[src/rtl/mlp_mac_pipe.sv]
// Pipelined multiply-accumulate for MLP dot products, framed by first/last markers.
// Latency: MUL_STAGES+2 ce-cycles from the last term sampled to the out_valid pulse.
// No backpressure: ce=0 freezes every register, out_valid included; reset overrides ce.
module mlp_mac_pipe #(
   parameter logic [31:0] ID         = 32'd1,
   parameter int          din0_WIDTH = 9,
   parameter int          din1_WIDTH = 11,
   parameter int          dout_WIDTH = 32,
   parameter int          MUL_STAGES = 2,
   parameter int          SIGNED     = 0,
   parameter int          SATURATE   = 0
) (
   input  logic                  clk,
   input  logic                  reset,
   input  logic                  ce,
   input  logic                  in_valid,
   input  logic                  in_first,
   input  logic                  in_last,
   input  logic [din0_WIDTH-1:0] din0,
   input  logic [din1_WIDTH-1:0] din1,
   output logic                  out_valid,
   output logic [dout_WIDTH-1:0] dout,
   output logic                  dout_ovf
);

   localparam int PW = din0_WIDTH + din1_WIDTH;
   localparam int DW = dout_WIDTH;

   // The accumulator must hold a full product, and there must be at least one product stage.
   if (MUL_STAGES < 1 || DW < PW) begin : g_bad_cfg
      $error("mlp_mac_pipe: need MUL_STAGES >= 1 and dout_WIDTH >= din0_WIDTH+din1_WIDTH");
   end

   // The instance tag has no functional effect; it only shows up as a named scope.
   if (ID == 32'd0) begin : g_untagged
   end else begin : g_tagged
   end

   // Input register stage
   logic [din0_WIDTH-1:0] a_q;
   logic [din1_WIDTH-1:0] b_q;
   logic                  in_v_q;
   logic                  in_f_q;
   logic                  in_l_q;

   // Product stages
   logic [PW-1:0]         a_ext;
   logic [PW-1:0]         b_ext;
   logic [PW-1:0]         prod;
   logic [PW-1:0]         p_q [MUL_STAGES];
   logic [MUL_STAGES-1:0] p_v;
   logic [MUL_STAGES-1:0] p_f;
   logic [MUL_STAGES-1:0] p_l;
   logic [PW-1:0]         p_tail;

   // Accumulator stage
   logic [DW-1:0] p_ext;
   logic [DW-1:0] acc_q;
   logic          ovf_q;
   logic [DW:0]   sum;
   logic          add_ovf;
   logic [DW-1:0] sat_val;
   logic [DW-1:0] acc_nxt;
   logic          ovf_nxt;

   // Register operands and framing bits; valid is cleared on reset so in-flight terms die.
   always_ff @(posedge clk) begin
      if (reset) begin
         a_q    <= '0;
         b_q    <= '0;
         in_v_q <= 1'b0;
         in_f_q <= 1'b0;
         in_l_q <= 1'b0;
      end else if (ce) begin
         a_q    <= din0;
         b_q    <= din1;
         in_v_q <= in_valid;
         in_f_q <= in_first;
         in_l_q <= in_last;
      end
   end

   // Extend both operands to product width; the low PW bits of the product of the
   // extended operands are exactly the signed (or unsigned) product.
   always_comb begin
      a_ext                   = '0;
      b_ext                   = '0;
      a_ext[din0_WIDTH-1:0]   = a_q;
      b_ext[din1_WIDTH-1:0]   = b_q;
      if (SIGNED != 0) begin
         a_ext[PW-1:din0_WIDTH] = {din1_WIDTH{a_q[din0_WIDTH-1]}};
         b_ext[PW-1:din1_WIDTH] = {din0_WIDTH{b_q[din1_WIDTH-1]}};
      end
      prod = a_ext * b_ext;
   end

   // Product shift register: stage 0 captures the multiplier, later stages retime it.
   always_ff @(posedge clk) begin
      if (reset) begin
         for (int i = 0; i < MUL_STAGES; i++) begin
            p_q[i] <= '0;
         end
         p_v <= '0;
         p_f <= '0;
         p_l <= '0;
      end else if (ce) begin
         p_q[0] <= prod;
         p_v[0] <= in_v_q;
         p_f[0] <= in_f_q;
         p_l[0] <= in_l_q;
         for (int i = 1; i < MUL_STAGES; i++) begin
            p_q[i] <= p_q[i-1];
            p_v[i] <= p_v[i-1];
            p_f[i] <= p_f[i-1];
            p_l[i] <= p_l[i-1];
         end
      end
   end

   assign p_tail = p_q[MUL_STAGES-1];

   // Widen the product to accumulator width, sign-filling only in signed mode.
   always_comb begin
      p_ext = '0;
      if (SIGNED != 0 && p_tail[PW-1]) begin
         p_ext = '1;
      end
      p_ext[PW-1:0] = p_tail;
   end

   // Next accumulator value, overflow detection and optional clamping.
   always_comb begin
      sum     = {1'b0, acc_q} + {1'b0, p_ext};
      add_ovf = 1'b0;
      sat_val = '1;
      if (SIGNED != 0) begin
         // Same-sign addends whose sum flips sign; clamp toward the addends' sign.
         add_ovf = (acc_q[DW-1] == p_ext[DW-1]) && (sum[DW-1] != acc_q[DW-1]);
         sat_val = acc_q[DW-1] ? {1'b1, {(DW-1){1'b0}}} : {1'b0, {(DW-1){1'b1}}};
      end else begin
         add_ovf = sum[DW];
      end

      if (p_f[MUL_STAGES-1]) begin
         // A first term restarts the vector and cannot overflow.
         acc_nxt = p_ext;
         ovf_nxt = 1'b0;
      end else begin
         acc_nxt = (SATURATE != 0 && add_ovf) ? sat_val : sum[DW-1:0];
         ovf_nxt = ovf_q | add_ovf;
      end
   end

   // Accumulate valid products; publish on the last term as a one-ce-cycle pulse.
   always_ff @(posedge clk) begin
      if (reset) begin
         acc_q     <= '0;
         ovf_q     <= 1'b0;
         out_valid <= 1'b0;
         dout      <= '0;
         dout_ovf  <= 1'b0;
      end else if (ce) begin
         out_valid <= 1'b0;
         if (p_v[MUL_STAGES-1]) begin
            acc_q <= acc_nxt;
            ovf_q <= ovf_nxt;
            if (p_l[MUL_STAGES-1]) begin
               dout      <= acc_nxt;
               dout_ovf  <= ovf_nxt;
               out_valid <= 1'b1;
            end
         end
      end
   end

endmodule

[config.mk]
export PLATFORM = sky130hd
export DESIGN_NAME = mlp_mac_pipe
export DESIGN_NICKNAME = d
export VERILOG_FILES = /design/src/rtl/mlp_mac_pipe.sv
export SDC_FILE = /design/constraint.sdc
export NUM_CORES = 1
export LEC_CHECK = 0
export CAP_MARGIN = 30
export CORE_MARGIN = 2
export CORE_UTILIZATION = 50
export DETAILED_ROUTE_END_ITERATION = 12
export PLACE_DENSITY = 0.69
export SKIP_LAST_GASP = 1
export SYNTH_ARGS = -nofsm -noshare
export SYNTH_HDL_FRONTEND = slang
export SYNTH_SLANG_ARGS = --single-unit
[constraint.sdc]
create_clock -name clk -period 5.4 [get_ports clk]
set_input_delay 1.08 -clock clk [delete_from_list [all_inputs] [get_ports clk]]
set_output_delay 1.08 -clock clk [all_outputs]
set_load 0.005 [all_outputs]
After elaboration in Yosys (flattened, before gate mapping)
Memories as Yosys holds them, arrays and structs flattened.
Cells that the tools add are included.
- $add $sub $neg: 1
- multiply operators: 1
- multiplexer cells: 11
- bitwise gates (word level): 3
- reduce and logical (&&, ||, !) cells: 2
- operators with widths (operator ; count):
    $mux 20 ; 2
    $add 32x20->33 ; 1
    $mux 32 ; 1
    $mul 9x11->20 ; 1
    $mux 1 ; 8
    $or 1x1->1 ; 3
    $reduce_and 3->1 ; 1
    $reduce_and 2->1 ; 1
- register bits: 96
- RAM bits: 40
- input port bits: 26
- output and inout bits: 34
- logic and storage cells: 32
- memories: 1
- memories (name ; depth ; bits a word ; read ports ; clocked after Yosys merged registers in ; write ports ; line ; RTL):
    p_q ; 2 ; 20 ; 2 ; 0 ; 2 ; 50 ; logic [PW-1:0] p_q [MUL_STAGES];

Longest topological paths before layout
Gate-level depths: netlist of run 1.
- depth after elaboration: 4
- gate-level depth with buffers: 19
- depth with buffers taken out: 18

Worst setup path before layout of run 1
OpenSTA, ideal clock, no wires.
- path kind: flip-flop to flip-flop
- start: register a_q[2]
- end: memory p_q[0][19] in the netlist's numbering (data pin)
- library setup time: 0.257 ns
- arrival: 4.482 ns
- path slack: 0.660 ns
- stages on the path, launching flop included: 17
- path buffers: 1
- path through: dfxtp_1 -> clkbuf_1 -> nand2_1 -> fa_1 -> inv_1 -> fa_1 -> fa_1 -> inv_1 -> fa_1 -> inv_1 -> ha_1 -> or2_2 -> a2111oi_0 -> o31ai_1 -> a31oi_1 -> a2111o_1 -> o21ai_1
- RTL lines (element ; line ; RTL):
    start: declaration ; 40 ; logic [din0_WIDTH-1:0] a_q;
    start signal: assignment ; 75 ; a_q <= din0;
    end: declaration ; 50 ;

==> reports/qor.csv, run 1 <==
stage;metric;value;unit
finish;postLayoutCoreUtil;58.1;%
sta;finalCriticalPeriod;5.13;ns
finish;nets;1250;
drt;drtAntennaViolNets;0;
synthesis;synth.top_cell.area_share;19.9;%
synthesis;syn_area;9650;um^2
clocking;cts_tree;built;
sta;period_share;95.1;%
drt;wirelength;19800;um
synthesis;synthArstFlopShare;0;%
sta;setup_viol;0;
synthesis;post-synth-top-area-cell;dfxtp_1;
clocking;cts_buffer_depth;2;
drt;vias_per_cell;5.28;
placement;place_congestion;0.889;
sta;relSlewSlack;40.5;%
synthesis;yosysWarnings;0;
setup_path;critical_path_class;register to register;
min_path;worstHoldPathType;register to register;
placement;io_buffers;59;
sta;setup_ws;0.267;ns
pwr;total_power;2530;uW
synthesis;ys_types;66;
clocking;cts.sinks;136;
drt;wire_per_inst;14.4;um
finish;diodes;0;
finish;drive_gt1_share;5.58;%
sta;finalHoldViolCount;0;
clocking;root_buffer;clkbuf_16;
clocking;h-tree-depth;4;
die;rows;50;
clocking;cts_made_buffers;17;
run_status;status;completed;
pwr;power_leakage;0.00489;uW
setup_path;required;5.57;ns
clocking;post_cts_buffers;0;
synthesis;syn_inst;1076;
finish;areaGrowthSynthToFinish;13.4;%
global_route;grt_pass1_vias;6964;
placement;dp_cells;1340;
die;io_pins;60;
synthesis;ys_ff_latch;136;
setup_path;crit_path_max_fanout;12;
sta;finalSetupTns;0;ns
sta;slew_viol_final;0;
placement;dp_hpwl;14500;um
drt;dr.pass1.iters;5;
sta;tightestPinTransition;0.892;ns
setup_path;crit_path_start_kind;register;
sta;final.setup_skew;0.00732;ns
pwr;powerDensity;231;nW/um^2
sta;clock.fmax;195;MHz
synthesis;synth_fp_nets;1227;
clocking;clk_latency;0.43;ns
clocking;clkTransAtPathRegs;0.06;ns
die;floorplan.initialDensity;51.3;%
clocking;cts_resized;0;
global_route;grt_pass1_wl;33600;um
drt;drt_iter0_drc;353;
sta;rsz0062_at_grt;no;
synthesis;ys.flop_type;dfxtp_1;
global_route;antenna_found_initial;0;
drt;num_vias;7247;
synthesis;netlist_top_cells_area;dfxtp_1 20%, fa_1 13%, edfxtp_1 12%;
die;dieHeight;143;um
die;die_w;143;um
drt;drc;0;
die;core-area;18800;um^2
setup_path;cp.arrival;5.31;ns
finish;fin_cells;1372;
global_route;track_usage;20.4;%
synthesis;synth-seq-area-share;32.4;%
die;dieArea;20400;um^2
placement;dp_slack;0.271;ns
setup_path;cp-end-kind;register;
global_route;grt_max_degree;44;
flow_run;maxCapViolCount;0;
clocking;hold_buffers;0;
synthesis;syn_area_per_cell;8.97;um^2
pwr;vdd_ir_drop_max;246;uV
synthesis;synth_edf_count;40;
global_route;overflow;0;
==> synth_stat cells (all sizes together), types with 9 or more instances <==
master	number
a211o	9
a211oi	29
a21o	12
a21oi	38
a31oi	9
and2	81
buf	12
clkbuf	54
dfxtp	96
edfxtp	40
fa	65
ha	60
inv	112
mux2i	38
nand2	104
nand3	23
nor2	106
nor3	22
o211ai	13
o21ai	32
xnor2	9
xor2	12
==> cells in the final DEF (no fill, tap or decap), drive strengths merged, types with 9 or more instances in the layout <==
cell	n
inv	119
nor2	106
nand2	104
dfxtp	96
and2	81
fa	65
ha	60
clkdlybuf4s50	57
edfxtp	40
mux2i	38
a21oi	38
o21ai	32
a211oi	29
nand3	23
nor3	22
clkbuf	19
o211ai	13
buf	13
a21o	12
xor2	12
a31oi	9
xnor2	9
a211o	9
==> path summary, 6_finish.rpt <==
check | start | end | slack (ns) | depth (start not counted)
max | a_q[2] | p_q[0][19] | 0.27 | 16
min | dout[30] | dout[30] | 0.45 | 2
max reg2reg | a_q[2] | p_q[0][19] | 0.27 | 16
min reg2reg | dout[30] | dout[30] | 0.45 | 2
==> critical path: stages, from the launching register on <==
cell       delay, ns
dfxtp_1         0.57
nand2_1         0.14
fa_1            0.56
inv_1           0.06
fa_1            0.47
fa_1            0.49
inv_1           0.06
fa_1            0.54
inv_1           0.04
ha_1            0.20
or2_2           0.33
a2111oi_0       0.54
buf_4           0.21
o31ai_1         0.10
a31oi_1         0.31
a2111o_1        0.20
o21ai_1         0.06
==> logic make-up (layout without fill, tap and decap cells) <==
group                      count (synthesis)  in the layout  synth area share, %
and+or+nand+nor                          388            388                 19.5
adders and majority gates                125            125                 21.3
AOI/OAI and AO/OA                        188            188                 13.7
buffers and inverters                    178            214                 7.08
muxes                                     40             40                 4.17
xor gates and xnor gates                  21             21                 1.91
DFF                                      136            136                 32.4
==> stage by stage <==
stage / hold WS [ns] / area (um^2)
6_report: 0.452 / 10900
5_1_grt: 0.483 / 10900
4_1_cts: 0.457 / 10900
3_5_place_dp: 0.441 / 10400
3_3_place_gp: 0.436 / 10400
2_1_floorplan: 0.449 / 9650
==> cell type report <==
cell class	count	area [um^2]
clock buffers	19	453
clock inverters	13	116
fillers	1650	7880
inverters	112	420
multi-input cells	762	5850
flip-flops and latches	136	3120
well taps	260	325
repair buffers	70	663
==> where the power goes <==
group	switching [uW]	leakage [uW]	internal, uW
logic	148	0.00339	111
clock network	479	0.000283	663
registers	38.4	0.00122	1090
==> registers in the layout, indices dropped and copies added, names as in the netlist <==
| name | cells |
|---|---|
| a_q | 9 |
| acc_q | 32 |
| b_q | 11 |
| dout | 32 |
| dout_ovf | 1 |
| in_f_q | 1 |
| in_l_q | 1 |
| in_v_q | 1 |
| out_valid | 1 |
| ovf_q | 1 |
| p_f | 2 |
| p_l | 2 |
| p_q | 40 |
| p_v | 2 |
==> per-layer routing <==
layer / up-vias / part of all wire (%) / global-route usage (%) / wire (um)
met1: 3387 / 46 / 26.9 / 9160
li1: 3691 / - / - / -
met2: 139 / 48 / 34.1 / 9580
met4: 0 / 1.8 / 6.88 / 359
met3: 30 / 3.4 / 3.69 / 672
met5: - / 0 / 0 / 0
Note: power is estimated with default switching activity, not from simulation.
==> run 2: changes to the inputs <==
==> constraint.sdc (replaced) <==
create_clock -name clk -period 5.4 [get_ports clk]
set_input_delay 0.81 -clock clk [delete_from_list [all_inputs] [get_ports clk]]
set_output_delay 0.81 -clock clk [all_outputs]
set_load 0.005 [all_outputs]
==> run 2 against run 1 <==
Worst setup slack improved by 0.090 ns. Critical endpoint is now p_q[0][17]. Final cell count barely moved. Worst hold slack improved by 0.00052 ns. Via count rose by 1.2%. Sequential share of layout area fell by 0.091 points. First-iteration DRC count rose by 11%.
==> reports/qor.csv, run 2 (synthesis gave the netlist of run 1 again) <==
stage;metric;value;unit
min_path;whs_path_depth;2;
clocking;post_cts_buffers;0;
setup_path;reg2reg_slack;0.36;ns
setup_path;required;5.55;ns
placement;dp_cells;1341;
sta;finalSetupTns;0;ns
setup_path;cp-end-kind;register;
finish;fin_cells;1373;
setup_path;cp.arrival;5.20;ns
global_route;grt_pass1_vias;7045;
clocking;cts_buffer_depth;2;
sta;tightestPinTransition;0.907;ns
pwr;p_sw_share;25.8;%
placement;dp_hpwl;15000;um
finish;final_cell_mix;112 x inv_1, 106 x nor2_1, 104 x nand2_1;
sta;rsz0062_at_grt;no;
drt;num_vias;7333;
die;core-area;18800;um^2
setup_path;reg2reg_to;p_q[0][17];
pwr;powerDensity;234;nW/um^2
global_route;track_usage;20.5;%
drt;vias_per_cell;5.34;
sta;finalHoldViolCount;0;
finish;largestRegisters;p_q x40, acc_q x32, dout x32;
finish;mostFrequentLayoutCell;inv_1;
clocking;cts_tree;built;
min_path;hp-start;dout[23];
drt;wire_per_inst;14.8;um
clocking;root_buffer;clkbuf_16;
pwr;total_power;2570;uW
pwr;power_leakage;0.00491;uW
clocking;cts_resized;0;
finish;largest_register_ffs;40;
die;io_pins;60;
clocking;cts.sinks;136;
setup_path;critical_path_class;register to register;
min_path;worstHoldPathType;register to register;
die;floorplan.initialDensity;51.3;%
setup_path;crit_path_start_kind;register;
global_route;overflow;0;
drt;dr.pass1.iters;6;
die;die_w;143;um
die;dieArea;20400;um^2
setup_path;crit_path_max_fanout;10;
pwr;seqPwrFrac;43.8;%
placement;io_buffers;59;
flow_run;maxCapViolCount;0;
sta;relSlewSlack;39.5;%
finish;nets;1251;
finish;top_register;p_q;
setup_path;worst_path_largest_cell_delay;0.56;ns
sta;period_share;93.4;%
pwr;power_frac_clock;46.0;%
die;rows;50;
placement;place_congestion;0.895;
clocking;cts_made_buffers;17;
sta;clock.fmax;198;MHz
drt;drtAntennaViolNets;0;
finish;drive_gt1_share;5.66;%
pwr;p_int;1910;uW
drt;drt_iter0_drc;392;
drt;wirelength;20300;um
clocking;hold_buffers;0;
setup_path;cp_slowest_cell;dfxtp_1;
sta;final.setup_skew;0.0151;ns
finish;areaGrowthSynthToFinish;13.8;%
setup_path;reg2regPathDepth;16;
sta;finalCriticalPeriod;5.04;ns
finish;diodes;0;
clocking;h-tree-depth;4;
sta;slew_viol_final;0;
setup_path;crit_chain;nand2_1 > fa_1 > inv_1 > fa_1 > fa_1 > inv_1 > fa_1 > inv_1 > ha_1 > or2_2 > a2111oi_0 > buf_4 > o31ai_1 > a31oi_1 > xor2_1 > nor2_1;
run_status;status;completed;
global_route;grt_pass1_wl;33300;um
pwr;vdd_ir_drop_max;214;uV
drt;drc;0;
setup_path;crit_path_frequent_cell;fa_1;
die;dieHeight;143;um
sta;setup_viol;0;
clocking;clk_latency;0.43;ns
pwr;p_sw;663;uW
setup_path;reg2reg_from;b_q[8];
global_route;antenna_found_initial;0;
global_route;grt_max_degree;48;
clocking;clkTransAtPathRegs;0.07;ns
pwr;p_comb_share;10.2;%
min_path;hold_end;dout[23];
==> run 2: worst max-delay path, delay by kind of cell (launching register included) <==
kind	cells	cell delay (ns)
buffers and inverters	4	0.36
flip-flops	1	0.56
XOR/XNOR	1	0.20
adder cells (fa/ha/maj)	5	2.26
AND/OR/NAND/NOR	3	0.52
AO/OA/AOI/OAI	3	0.88
==> run 2: layout make-up <==
cell class	instances	area, um^2
Fill cell	1654	7850
Multi-Input combinational cell	762	5850
Sequential cell	136	3120
Timing Repair Buffer	71	671
Clock buffer	19	453
Inverter	112	420
Tap cell	260	325
Clock inverter	13	144
==> run 2: stage by stage <==
| step | hold WS (ns) | area (um^2) | utilization, % | setup slack (ns) |
|---|---|---|---|---|
| after global placement | 0.436 | 10400 | 55.2 | 0.450 |
| after CTS | 0.459 | 11000 | 58.3 | 0.300 |
| after global routing | 0.487 | 11000 | 58.3 | 0.0420 |
| final | 0.452 | 11000 | 58.3 | 0.357 |
| after floorplan | 0.449 | 9650 | - | 0.660 |
| after detailed placement | 0.445 | 10400 | 55.2 | 0.336 |
==> run 2: worst max path at each step <==
stage | from | end | slack [ns]
floorplan | a_q[2] | p_q[0][19] | 0.66
global placement | a_q[2] | p_q[0][19] | 0.45
detailed placement | a_q[2] | p_q[0][17] | 0.34
CTS | b_q[8] | p_q[0][17] | 0.30
global route | a_q[2] | p_q[0][19] | 0.04
finish | b_q[8] | p_q[0][17] | 0.36
==> run 2: power by group through the flow <==
stage	logic [uW]	clock network (uW)	registers, uW
2_1_floorplan	211	0	1120
3_3_place_gp	257	0	1150
3_5_place_dp	263	0	1150
4_1_cts	266	1200	1120
5_1_grt	300	1250	1130
6_report	263	1180	1130
==> run 2: layer usage <==
metal / up-vias / global-route usage, % / wire (um)
li1: 3691 / - / -
met3: 27 / 3.79 / 653
met1: 3471 / 26.1 / 9310
met2: 144 / 35.1 / 9930
met4: 0 / 6.77 / 361
met5: - / 0 / 0
==> run 3: changes to the inputs <==
--- a/config.mk
+++ b/config.mk
@@ -8,6 +8,7 @@
 export CAP_MARGIN = 30
 export CORE_MARGIN = 2
 export CORE_UTILIZATION = 50
+export CTS_CLUSTER_DIAMETER = 150
 export DETAILED_ROUTE_END_ITERATION = 12
 export PLACE_DENSITY = 0.69
 export SKIP_LAST_GASP = 1
==> results of run 3 <==
No change in the layout: final DEF, timing and power equal those of run 2.
